### src/rtl/soc_uart_rx.sv
// -----------------------------------------------------------------------------
// soc_uart_rx -- memory-mapped UART receiver for the picorv32 SoC.
//
// Samples rx_pin at the configured baud rate, assembles 8N1 frames (8E1 when
// the UART_RX_PARITY_EN macro is defined) and queues received bytes in a small
// FIFO that the CPU drains over the native picorv32 memory bus.
//
// Optional feature macro: UART_RX_PARITY_EN (even parity bit after the data
// bits, mismatch sets STATUS bit 4 and discards the byte).
//
// Ports:
//   clk_cpu   system clock
//   n_reset   asynchronous active-low reset
//   rx_pin    serial line, idle high, asynchronous to clk_cpu
//   sel       address-decode hit for this block (already qualified by mem_valid)
//   wstrb     byte write strobes, nonzero means write
//   address   byte offset: 0x0 DATA (RO, pops), 0x4 STATUS (W1C bits 2..4)
//   wdata     write data
//   rdata     registered read data, valid while ready is high
//   ready     one-cycle bus acknowledge
//   irq       level interrupt, high while the FIFO holds data
// -----------------------------------------------------------------------------
module soc_uart_rx #(
  parameter int UART_CLK_HZ = 27000000,
  parameter int BAUD_RATE   = 115200,
  parameter int FIFO_DEPTH  = 8
) (
  input  logic        clk_cpu,
  input  logic        n_reset,
  input  logic        rx_pin,
  input  logic        sel,
  input  logic [3:0]  wstrb,
  input  logic [3:0]  address,
  input  logic [31:0] wdata,
  output logic [31:0] rdata,
  output logic        ready,
  output logic        irq
);

  localparam int CLKS_PER_BIT = UART_CLK_HZ / BAUD_RATE;
  localparam int CNT_W        = $clog2(CLKS_PER_BIT) + 1;
  localparam int AW           = $clog2(FIFO_DEPTH);
  localparam int PTR_W        = AW + 1;

  localparam logic [CNT_W-1:0] HALF_M1 = CNT_W'(CLKS_PER_BIT / 2 - 1);
  localparam logic [CNT_W-1:0] FULL_M1 = CNT_W'(CLKS_PER_BIT - 1);

  typedef enum logic [2:0] {
    S_IDLE,
    S_START,
    S_DATA,
    S_STOP,
    S_WAIT_HIGH
`ifdef UART_RX_PARITY_EN
    , S_PARITY
`endif
  } state_e;

  // ---------------------------------------------------------------------------
  // Front end: two-flop synchronizer plus one more flop for edge detection.
  // NOTE: these flops reset to 1 (line idle) so reset release never looks
  // like a start-bit falling edge.
  // ---------------------------------------------------------------------------
  logic rx_s1_q, rx_s2_q, rx_s3_q;

  always_ff @(posedge clk_cpu or negedge n_reset) begin
    if (!n_reset) begin
      rx_s1_q <= 1'b1;
      rx_s2_q <= 1'b1;
      rx_s3_q <= 1'b1;
    end else begin
      // NOTE: non-blocking assignments make this a true shift chain; blocking
      // ones would collapse the three flops into one.
      rx_s1_q <= rx_pin;
      rx_s2_q <= rx_s1_q;
      rx_s3_q <= rx_s2_q;
    end
  end

  logic rx_sync, rx_fall;
  assign rx_sync = rx_s2_q;
  assign rx_fall = rx_s3_q & ~rx_s2_q;

  // ---------------------------------------------------------------------------
  // Receiver FSM
  // ---------------------------------------------------------------------------
  state_e           state_q, state_d;
  logic [CNT_W-1:0] cnt_q, cnt_d;
  logic [2:0]       bit_q, bit_d;
  logic [7:0]       shift_q, shift_d;
  logic             push_req;
  logic             frame_set;
`ifdef UART_RX_PARITY_EN
  logic             par_bad_q, par_bad_d;
  logic             par_set;
`endif

  always_ff @(posedge clk_cpu or negedge n_reset) begin
    if (!n_reset) begin
      state_q   <= S_IDLE;
      cnt_q     <= '0;
      bit_q     <= '0;
      shift_q   <= '0;
`ifdef UART_RX_PARITY_EN
      par_bad_q <= 1'b0;
`endif
    end else begin
      state_q   <= state_d;
      cnt_q     <= cnt_d;
      bit_q     <= bit_d;
      shift_q   <= shift_d;
`ifdef UART_RX_PARITY_EN
      par_bad_q <= par_bad_d;
`endif
    end
  end

  always_comb begin
    // NOTE: every output of this block gets a default first, so no path can
    // leave one unassigned and infer a latch.
    state_d   = state_q;
    cnt_d     = cnt_q + CNT_W'(1);
    bit_d     = bit_q;
    shift_d   = shift_q;
    push_req  = 1'b0;
    frame_set = 1'b0;
`ifdef UART_RX_PARITY_EN
    par_bad_d = par_bad_q;
    par_set   = 1'b0;
`endif
    unique case (state_q)
      S_IDLE: begin
        cnt_d = '0;
        if (rx_fall) state_d = S_START;
      end
      S_START: begin
        // Mid-start-bit check rejects glitches shorter than half a bit.
        if (cnt_q == HALF_M1) begin
          cnt_d = '0;
          if (rx_sync) begin
            state_d = S_IDLE;
          end else begin
            state_d = S_DATA;
            bit_d   = '0;
`ifdef UART_RX_PARITY_EN
            par_bad_d = 1'b0;
`endif
          end
        end
      end
      S_DATA: begin
        if (cnt_q == FULL_M1) begin
          cnt_d   = '0;
          shift_d = {rx_sync, shift_q[7:1]};  // LSB arrives first
          bit_d   = bit_q + 3'd1;
          if (bit_q == 3'd7) begin
`ifdef UART_RX_PARITY_EN
            state_d = S_PARITY;
`else
            state_d = S_STOP;
`endif
          end
        end
      end
`ifdef UART_RX_PARITY_EN
      S_PARITY: begin
        if (cnt_q == FULL_M1) begin
          cnt_d     = '0;
          // Even parity: data bits plus parity bit hold an even count of ones.
          par_bad_d = rx_sync ^ (^shift_q);
          par_set   = rx_sync ^ (^shift_q);
          state_d   = S_STOP;
        end
      end
`endif
      S_STOP: begin
        if (cnt_q == FULL_M1) begin
          cnt_d = '0;
          if (rx_sync) begin
`ifdef UART_RX_PARITY_EN
            push_req = ~par_bad_q;
`else
            push_req = 1'b1;
`endif
            state_d  = S_IDLE;
          end else begin
            frame_set = 1'b1;
            state_d   = S_WAIT_HIGH;
          end
        end
      end
      S_WAIT_HIGH: begin
        // A held-low line (break) must return high before a new frame counts.
        cnt_d = '0;
        if (rx_sync) state_d = S_IDLE;
      end
      default: begin
        cnt_d   = '0;
        state_d = S_IDLE;
      end
    endcase
  end

  // ---------------------------------------------------------------------------
  // Receive FIFO. Pointers carry one extra bit so full and empty differ only
  // in the MSB.
  // ---------------------------------------------------------------------------
  logic [7:0]       mem_q [FIFO_DEPTH];
  logic [PTR_W-1:0] wr_ptr_q, rd_ptr_q;
  logic [PTR_W-1:0] count;
  logic             empty, full, push, pop, overrun_set;
  logic             ready_q, pop_pend_q;

  assign count = wr_ptr_q - rd_ptr_q;
  assign empty = (wr_ptr_q == rd_ptr_q);
  assign full  = (wr_ptr_q[AW] != rd_ptr_q[AW]) &&
                 (wr_ptr_q[AW-1:0] == rd_ptr_q[AW-1:0]);

  // A pending DATA read retires at the end of its ready cycle; when that
  // coincides with a push into a full FIFO, the slot it frees takes the byte.
  assign pop         = ready_q & pop_pend_q;
  assign push        = push_req & (~full | pop);
  assign overrun_set = push_req & full & ~pop;

  // NOTE: the storage array has no reset; the pointers alone define which
  // entries are valid, so clearing the data would buy nothing.
  always_ff @(posedge clk_cpu) begin
    if (push) mem_q[wr_ptr_q[AW-1:0]] <= shift_q;
  end

  always_ff @(posedge clk_cpu or negedge n_reset) begin
    if (!n_reset) begin
      wr_ptr_q <= '0;
      rd_ptr_q <= '0;
    end else begin
      if (push) wr_ptr_q <= wr_ptr_q + PTR_W'(1);
      if (pop)  rd_ptr_q <= rd_ptr_q + PTR_W'(1);
    end
  end

  // ---------------------------------------------------------------------------
  // Bus interface and sticky status flags
  // ---------------------------------------------------------------------------
  logic        req, is_wr, hit_data, hit_stat;
  logic        clr_w1c;
  logic        ovr_q, frm_q, par_flag;
  logic [31:0] status, rdata_q, rdata_d;

  assign req      = sel & ~ready_q;
  assign is_wr    = |wstrb;
  assign hit_data = (address == 4'h0);
  assign hit_stat = (address == 4'h4);
  assign clr_w1c  = req & is_wr & hit_stat;

  assign status = {16'h0, 8'(count), 3'b000, par_flag, frm_q, ovr_q, full, ~empty};

  always_comb begin
    rdata_d = rdata_q;
    if (req) begin
      rdata_d = '0;
      if (!is_wr && hit_data && !empty) rdata_d = {23'h0, 1'b1, mem_q[rd_ptr_q[AW-1:0]]};
      if (!is_wr && hit_stat)           rdata_d = status;
    end
  end

  always_ff @(posedge clk_cpu or negedge n_reset) begin
    if (!n_reset) begin
      ready_q    <= 1'b0;
      pop_pend_q <= 1'b0;
      rdata_q    <= '0;
      ovr_q      <= 1'b0;
      frm_q      <= 1'b0;
    end else begin
      ready_q    <= req;
      pop_pend_q <= req & ~is_wr & hit_data & ~empty;
      rdata_q    <= rdata_d;
      // A new error in the same cycle as its clear wins, so it is never lost.
      ovr_q      <= (ovr_q & ~(clr_w1c & wdata[2])) | overrun_set;
      frm_q      <= (frm_q & ~(clr_w1c & wdata[3])) | frame_set;
    end
  end

`ifdef UART_RX_PARITY_EN
  logic par_q;
  always_ff @(posedge clk_cpu or negedge n_reset) begin
    if (!n_reset) par_q <= 1'b0;
    else          par_q <= (par_q & ~(clr_w1c & wdata[4])) | par_set;
  end
  assign par_flag = par_q;
`else
  logic unused_par_wdata;
  assign par_flag         = 1'b0;
  assign unused_par_wdata = wdata[4];
`endif

  logic unused_wdata;
  assign unused_wdata = ^{wdata[31:5], wdata[1:0]};

  assign rdata = rdata_q;
  assign ready = ready_q;
  assign irq   = ~empty;

endmodule
### config.mk
export PLATFORM = sky130hd
export DESIGN_NAME = soc_uart_rx
export DESIGN_NICKNAME = d
export VERILOG_FILES = /design/src/rtl/soc_uart_rx.sv
export SDC_FILE = /design/constraint.sdc
export NUM_CORES = 1
export LEC_CHECK = 0
export BUFFER_PORTS_ARGS = -buffer_cell sky130_fd_sc_hd__buf_4
export CAP_MARGIN = 20
export CELL_PAD_IN_SITES_DETAIL_PLACEMENT = 0
export CELL_PAD_IN_SITES_GLOBAL_PLACEMENT = 1
export CORE_AREA = 2 2 112 114
export DETAILED_ROUTE_END_ITERATION = 10
export DIE_AREA = 0 0 114 116
export PLACE_DENSITY = 0.78
export SETUP_SLACK_MARGIN = 0.2
export SLEW_MARGIN = 15
export SYNTH_ARGS = -nofsm -noshare
export SYNTH_HDL_FRONTEND = slang
export SYNTH_SLANG_ARGS = --single-unit
### constraint.sdc
create_clock -name clk_cpu -period 2.91 [get_ports clk_cpu]
set_clock_uncertainty 0.1 [all_clocks]
set_input_delay 0.291 -clock clk_cpu [delete_from_list [all_inputs] [get_ports clk_cpu]]
set_output_delay 0.291 -clock clk_cpu [all_outputs]
set_load 0.02 [all_outputs]
# Word-level counts from Yosys, hierarchy flattened
# Memory sizes are Yosys's and may differ from the RTL's.
# Cells that the tools add are included.
dict set report classes {
  addsub 5
  n_eq_ne 18
  muxes 26
  bitwise_logic 26
  reduce_logical 14
}
# cell n
set op_table {}
lappend op_table {{32-bit 2-to-1 mux} 1}
lappend op_table {{3-bit 2-to-1 mux} 10}
lappend op_table {{9-bit 2-to-1 mux} 3}
lappend op_table {{9-bit case mux with 2 select lines} 1}
lappend op_table {{1-bit AND} 15}
lappend op_table {{3-bit case mux with 5 select lines} 1}
lappend op_table {{2-bit != test (second input constant)} 7}
lappend op_table {{9-bit by 1-bit adder with 9-bit output (second input constant)} 1}
lappend op_table {{9-bit by 7-bit equality test with 1-bit output (second input constant)} 1}
lappend op_table {{9-bit by 8-bit equality test with 1-bit output (second input constant)} 1}
lappend op_table {{4-bit by 1-bit adder with 4-bit output (second input constant)} 2}
lappend op_table {{1-bit 2-to-1 mux} 8}
lappend op_table {{1-bit inverter} 8}
lappend op_table {{3-bit by 2-bit equality test with 1-bit output (second input constant)} 2}
lappend op_table {{3-bit equality test (second input constant)} 2}
lappend op_table {{3-bit case mux with 2 select lines} 1}
lappend op_table {{6-bit AND reduction} 1}
lappend op_table {{4-bit by 3-bit equality test with 1-bit output (second input constant)} 1}
lappend op_table {{4-bit equality test} 1}
lappend op_table {{1-bit logical AND} 4}
lappend op_table {{4-bit logical NOT} 1}
lappend op_table {{4-bit AND reduction} 1}
lappend op_table {{4-bit OR reduction} 1}
lappend op_table {{4-bit subtractor} 1}
lappend op_table {{11 further kinds} 14}
dict set report totals {
  regBits 70
  mem_bits_rw 64
  inputBits 44
  output_inout_bits 34
  wordCells 104
  memories 1
}
# memory depth width rd rd_clocked_by_memory_dff write_ports line_no
set memory_table {}
lappend memory_table {mem_q 8 8 1 0 1 208} ;# logic [7:0] mem_q [FIFO_DEPTH];

# Longest topological paths before layout
dict set report depth {
  depth_word 8
  depth_mapped 9
  mapped_depth_nobuf 6
}

# Worst setup path after synthesis
# No wires, ideal clock.
dict set report synth_timing {
  path_kind {flip-flop to flip-flop}
  startpoint {reg rd_ptr_q[1]}
  endpoint {mem mem_q[0][0], enable pin}
  setup_time_ns 0.395
  arrival_ns 2.692
  required_ns 2.415
  path_slack_ns -0.277
  stages_incl_launch_ff 10
  n_path_buf 3
  period_less_slack_ns 3.187
  cell_sequence {dfrtp_1 > clkbuf_1 > buf_2 > inv_1 > ha_1 > nand3_1 > nor3b_1 > or2_1 > buf_6 > nor4_1}
}
dict set report synth_between {
  elab_chain_cells 7
}
# item line_no
set synth_rtl {}
lappend synth_rtl {{from (decl)} 209} ;# logic [PTR_W-1:0] wr_ptr_q, rd_ptr_q;
lappend synth_rtl {{from (signal assigned)} 237} ;# if (pop) rd_ptr_q <= rd_ptr_q + PTR_W'(1);
lappend synth_rtl {{3-bit equality test} 217} ;# (wr_ptr_q[AW-1:0] == rd_ptr_q[AW-1:0]);
lappend synth_rtl {{1-bit logical AND} 216} ;# assign full = (wr_ptr_q[AW] != rd_ptr_q[AW]) &&
lappend synth_rtl {{1-bit inverter} 222} ;# assign push = push_req & (~full | pop);
lappend synth_rtl {{1-bit OR} 222}
lappend synth_rtl {{1-bit AND} 222}
lappend synth_rtl {{1-bit 2-to-1 mux} 228} ;# if (push) mem_q[wr_ptr_q[AW-1:0]] <= shift_q;
lappend synth_rtl {{1-bit 2-to-1 mux (not written as such)} 228}
lappend synth_rtl {{to (decl)} 208}
# No other way between the ends.

# Worst setup path in the final report
dict set report layout_timing {
  startpoint {reg cnt_q[1]}
  endpoint {mem mem_q[2][2], enable pin}
}
dict set report layout_between {
  elab_chain_cells 6
}
# item line_no
set layout_rtl {}
lappend layout_rtl {{from (decl)} 88} ;# logic [CNT_W-1:0] cnt_q, cnt_d;
lappend layout_rtl {{from (signal assigned)} 109} ;# cnt_q <= cnt_d;
lappend layout_rtl {{9-bit by 8-bit equality test with 1-bit output} 177} ;# if (cnt_q == FULL_M1) begin
lappend layout_rtl {{1-bit 2-to-1 mux} 177}
lappend layout_rtl {{1-bit 2-to-1 mux} 131} ;# unique case (state_q)
lappend layout_rtl {{1-bit AND} 222}
lappend layout_rtl {{1-bit 2-to-1 mux} 228}
lappend layout_rtl {{1-bit 2-to-1 mux (not written as such)} 228}
# No other way between the ends.

==> impl_metrics.json <==
{
  "grt_pass1_wl_microns": 14570,
  "grt_util_all_layers_pct": 15.07,
  "place_area_sq_um": 5369,
  "dpl.hpwl_microns": 5789,
  "synth_common_cells": "edfxtp_1 (64), dfrtp_1 (47), nand2_1 (35)",
  "report.final.slew_viol_count": 0,
  "start_util_pct": 41.52,
  "ys_warn_count": 0,
  "outcome": "finished clean",
  "clk_pin_slew_ps": 50,
  "die_y_microns": 116,
  "rows": 40,
  "critical_path_class": "flip-flop to flip-flop",
  "fillCellCount": 995,
  "maxSlewHeadroom_pct": 49.86,
  "drc_errors": 0,
  "fp.coreArea_sq_um": 11910,
  "ant_nets": 0,
  "die_w_microns": 114,
  "num-nets-final": 445,
  "cts_tree": "yes",
  "design_area_sq_um": 5998,
  "yosysTopAreaCellShare_pct": 38.86,
  "htreeDepth": 4,
  "vias": 2784,
  "synth_area_leaders": "edfxtp_1 (39%), dfrtp_1 (24%), mux4_2 (7.3%), buf_4 (3.3%), nand2_1 (2.7%)",
  "start_kind": "flip-flop",
  "seq_power_share_pct": 44.4,
  "internal-power_uw": 3124,
  "cts-root-buf": "clkbuf_16",
  "busiest_layer": "met2",
  "fp.dieArea_sq_um": 13220,
  "ys_seq_area_share_pct": 64.23,
  "viasPerCell": 5.062,
  "grt_max_degree": 51,
  "postSynthAreaPerCell_sq_um": 14.72,
  "first_pass_iters": 6,
  "utilization_pct": 50.36,
  "ioPinCount": 78,
  "clk_latency_ps": 400,
  "finalSetupTns_ps": 0,
  "first_global_vias": 2860,
  "synthToLayoutAreaGrowth_pct": 21.27,
  "antenna_found_initial": 0,
  "tightest_slew_ps": 752.2,
  "fin_crit_sh_pct": 83.71,
  "synth.distinct_cells": 51,
  "grt_util_met2_pct": 25.24,
  "crit_arrival_ps": 2440,
  "setup_viol": 0,
  "grt_use_met3_pct": 4.132,
  "worst_setup_path_end_kind": "flip-flop",
  "wl_per_cell_microns": 16.48,
  "syn_inst": 336,
  "routed_wl_microns": 9066,
  "vdd_drop_max_uv": 411.7,
  "ys.flop_type": "edfxtp_1",
  "leakage_uw": 0.002302,
  "required_ps": 2920,
  "synth.most_common_cell": "edfxtp_1",
  "drt_first_iter_violations": 129,
  "multi_input_area_sq_um": 1653,
  "max_freq_mhz": 410.5,
  "combPwrFrac_pct": 2.4,
  "p_sw_uw": 757.9,
  "clock_power_share_pct": 53.2,
  "syn_area_sq_um": 4946,
  "numCtsBuffers": 17,
  "synth_edf_count": 64,
  "rsz0062_at_grt": "false",
  "async_flop_share_pct": 43.86,
  "cts.sinks": 114,
  "grtUsageMet1_pct": 18.07,
  "grt_overflow": 0,
  "postCtsSetupBuffers": 0,
  "synth-seq-cells": 114,
  "yosysTopAreaCell": "edfxtp_1",
  "period_needed_ps": 2436,
  "cts.path.max_buffers": 2,
  "final_layout_size_suffix_gt1_share_pct": 27.79,
  "n_antenna_cell": 0,
  "maxCapViolCount": 0,
  "critPathMaxFanout": 8,
  "seqCellArea_sq_um": 3177,
  "p_per_area_nw_per_um2": 647.2,
  "io_buffers": 27,
  "hp-class": "input pin to flip-flop",
  "hold_viol": 0,
  "gp_congestion": 0.7658,
  "p_sw_share_pct": 19.52
}
==> worst max-delay path, cell delays in order (launching register included) <==
cell     delay, ps
dfrtp_1        380
inv_1           80
ha_1           150
and4_1         260
nand4_2        180
or2_1          370
buf_4          190
nor4b_4        200
buf_4          230
==> stage by stage <==
step           worst slack [ps]  power (uW)  cells  hold WS [ps]
2_1_floorplan             203.4        1828    355        -104.6
3_3_place_gp              320.9        1846    516         246.2
3_5_place_dp              276.3        1848    516         247.6
4_1_cts                   243.5        3914    550         47.77
5_1_grt                   272.0        3985    550         79.89
6_report                  474.0        3882    550         58.79
==> final timing paths <==
check,to,slack (ps),cells past startpoint,from
max in group asynchronous,rdata[9],1910,2,n_reset
min in group asynchronous,cnt_q[0],380,2,n_reset
max,mem_q[2][2],470,8,cnt_q[1]
min,pop_pend_q,60,3,address[3]
min reg2reg,rx_s2_q,250,0,rx_s1_q
max reg2reg,mem_q[2][2],470,8,cnt_q[1]
==> registers in the layout, summed over array words and instances, names as in the netlist, 3 cells and up <==
register / flops
mem_q: 64
rdata: 12
cnt_q: 9
shift_q: 8
rd_ptr_q: 4
wr_ptr_q: 4
bit_q: 3
state_q: 3
==> layout make-up <==
class,count,area share (%)
inverter,10,0.6258
clock inverter,10,2.211
timing repair buffer,46,5.841
clock buffer,22,7.739
multi-input combinational,201,27.56
tap,147,3.066
sequential,114,52.96
==> cells in the final DEF (no fill, tap or decap), drive strengths merged, types with 3 or more instances in the layout <==
cell,count
a21oi,3
a22o,5
a22oi,6
and3,4
buf,44
bufinv,3
clkbuf,22
clkinv,6
conb,20
dfrtp,47
dfstp,3
edfxtp,64
ha,10
inv,10
mux2,4
mux2i,8
mux4,16
nand2,35
nand2b,5
nand3,9
nand4,3
nor2,13
nor3,6
nor3b,4
nor4,7
o21ai,9
xnor2,8
xor2,8
==> power groups by stage <==
stage / Combinational, uW / Sequential (uW) / Clock (uW)
finish: 93.9 / 1720 / 2060
CTS: 96.4 / 1720 / 2090
global placement: 92.4 / 1750 / 0
floorplan: 77.1 / 1750 / 0
global route: 105 / 1720 / 2150
detailed placement: 93.9 / 1750 / 0
==> layer usage <==
layer	up-vias	wire [microns]
met5	-	0
met4	0	233
met3	19	336
met2	62	4559
met1	1386	3937
li1	1317	-
==> cells by family after synthesis <==
logic type / synth area share [%]
DFF: 64.23
xor gates and xnor gates: 2.833
AOI/OAI and AO/OA: 3.896
and+or+nand+nor: 11.21
buffers and inverters: 4.933
adders and majority gates: 2.934
other: 0.07582
muxes: 9.891
==> timing repair <==
item                                    CTS  global route
endpoints found under the hold margin    48             0
endpoints found under the setup margin    0            16
gates resized for setup                   0             2
hold buffers                              2             0
No activity file was read; power rests on OpenSTA's default activity.
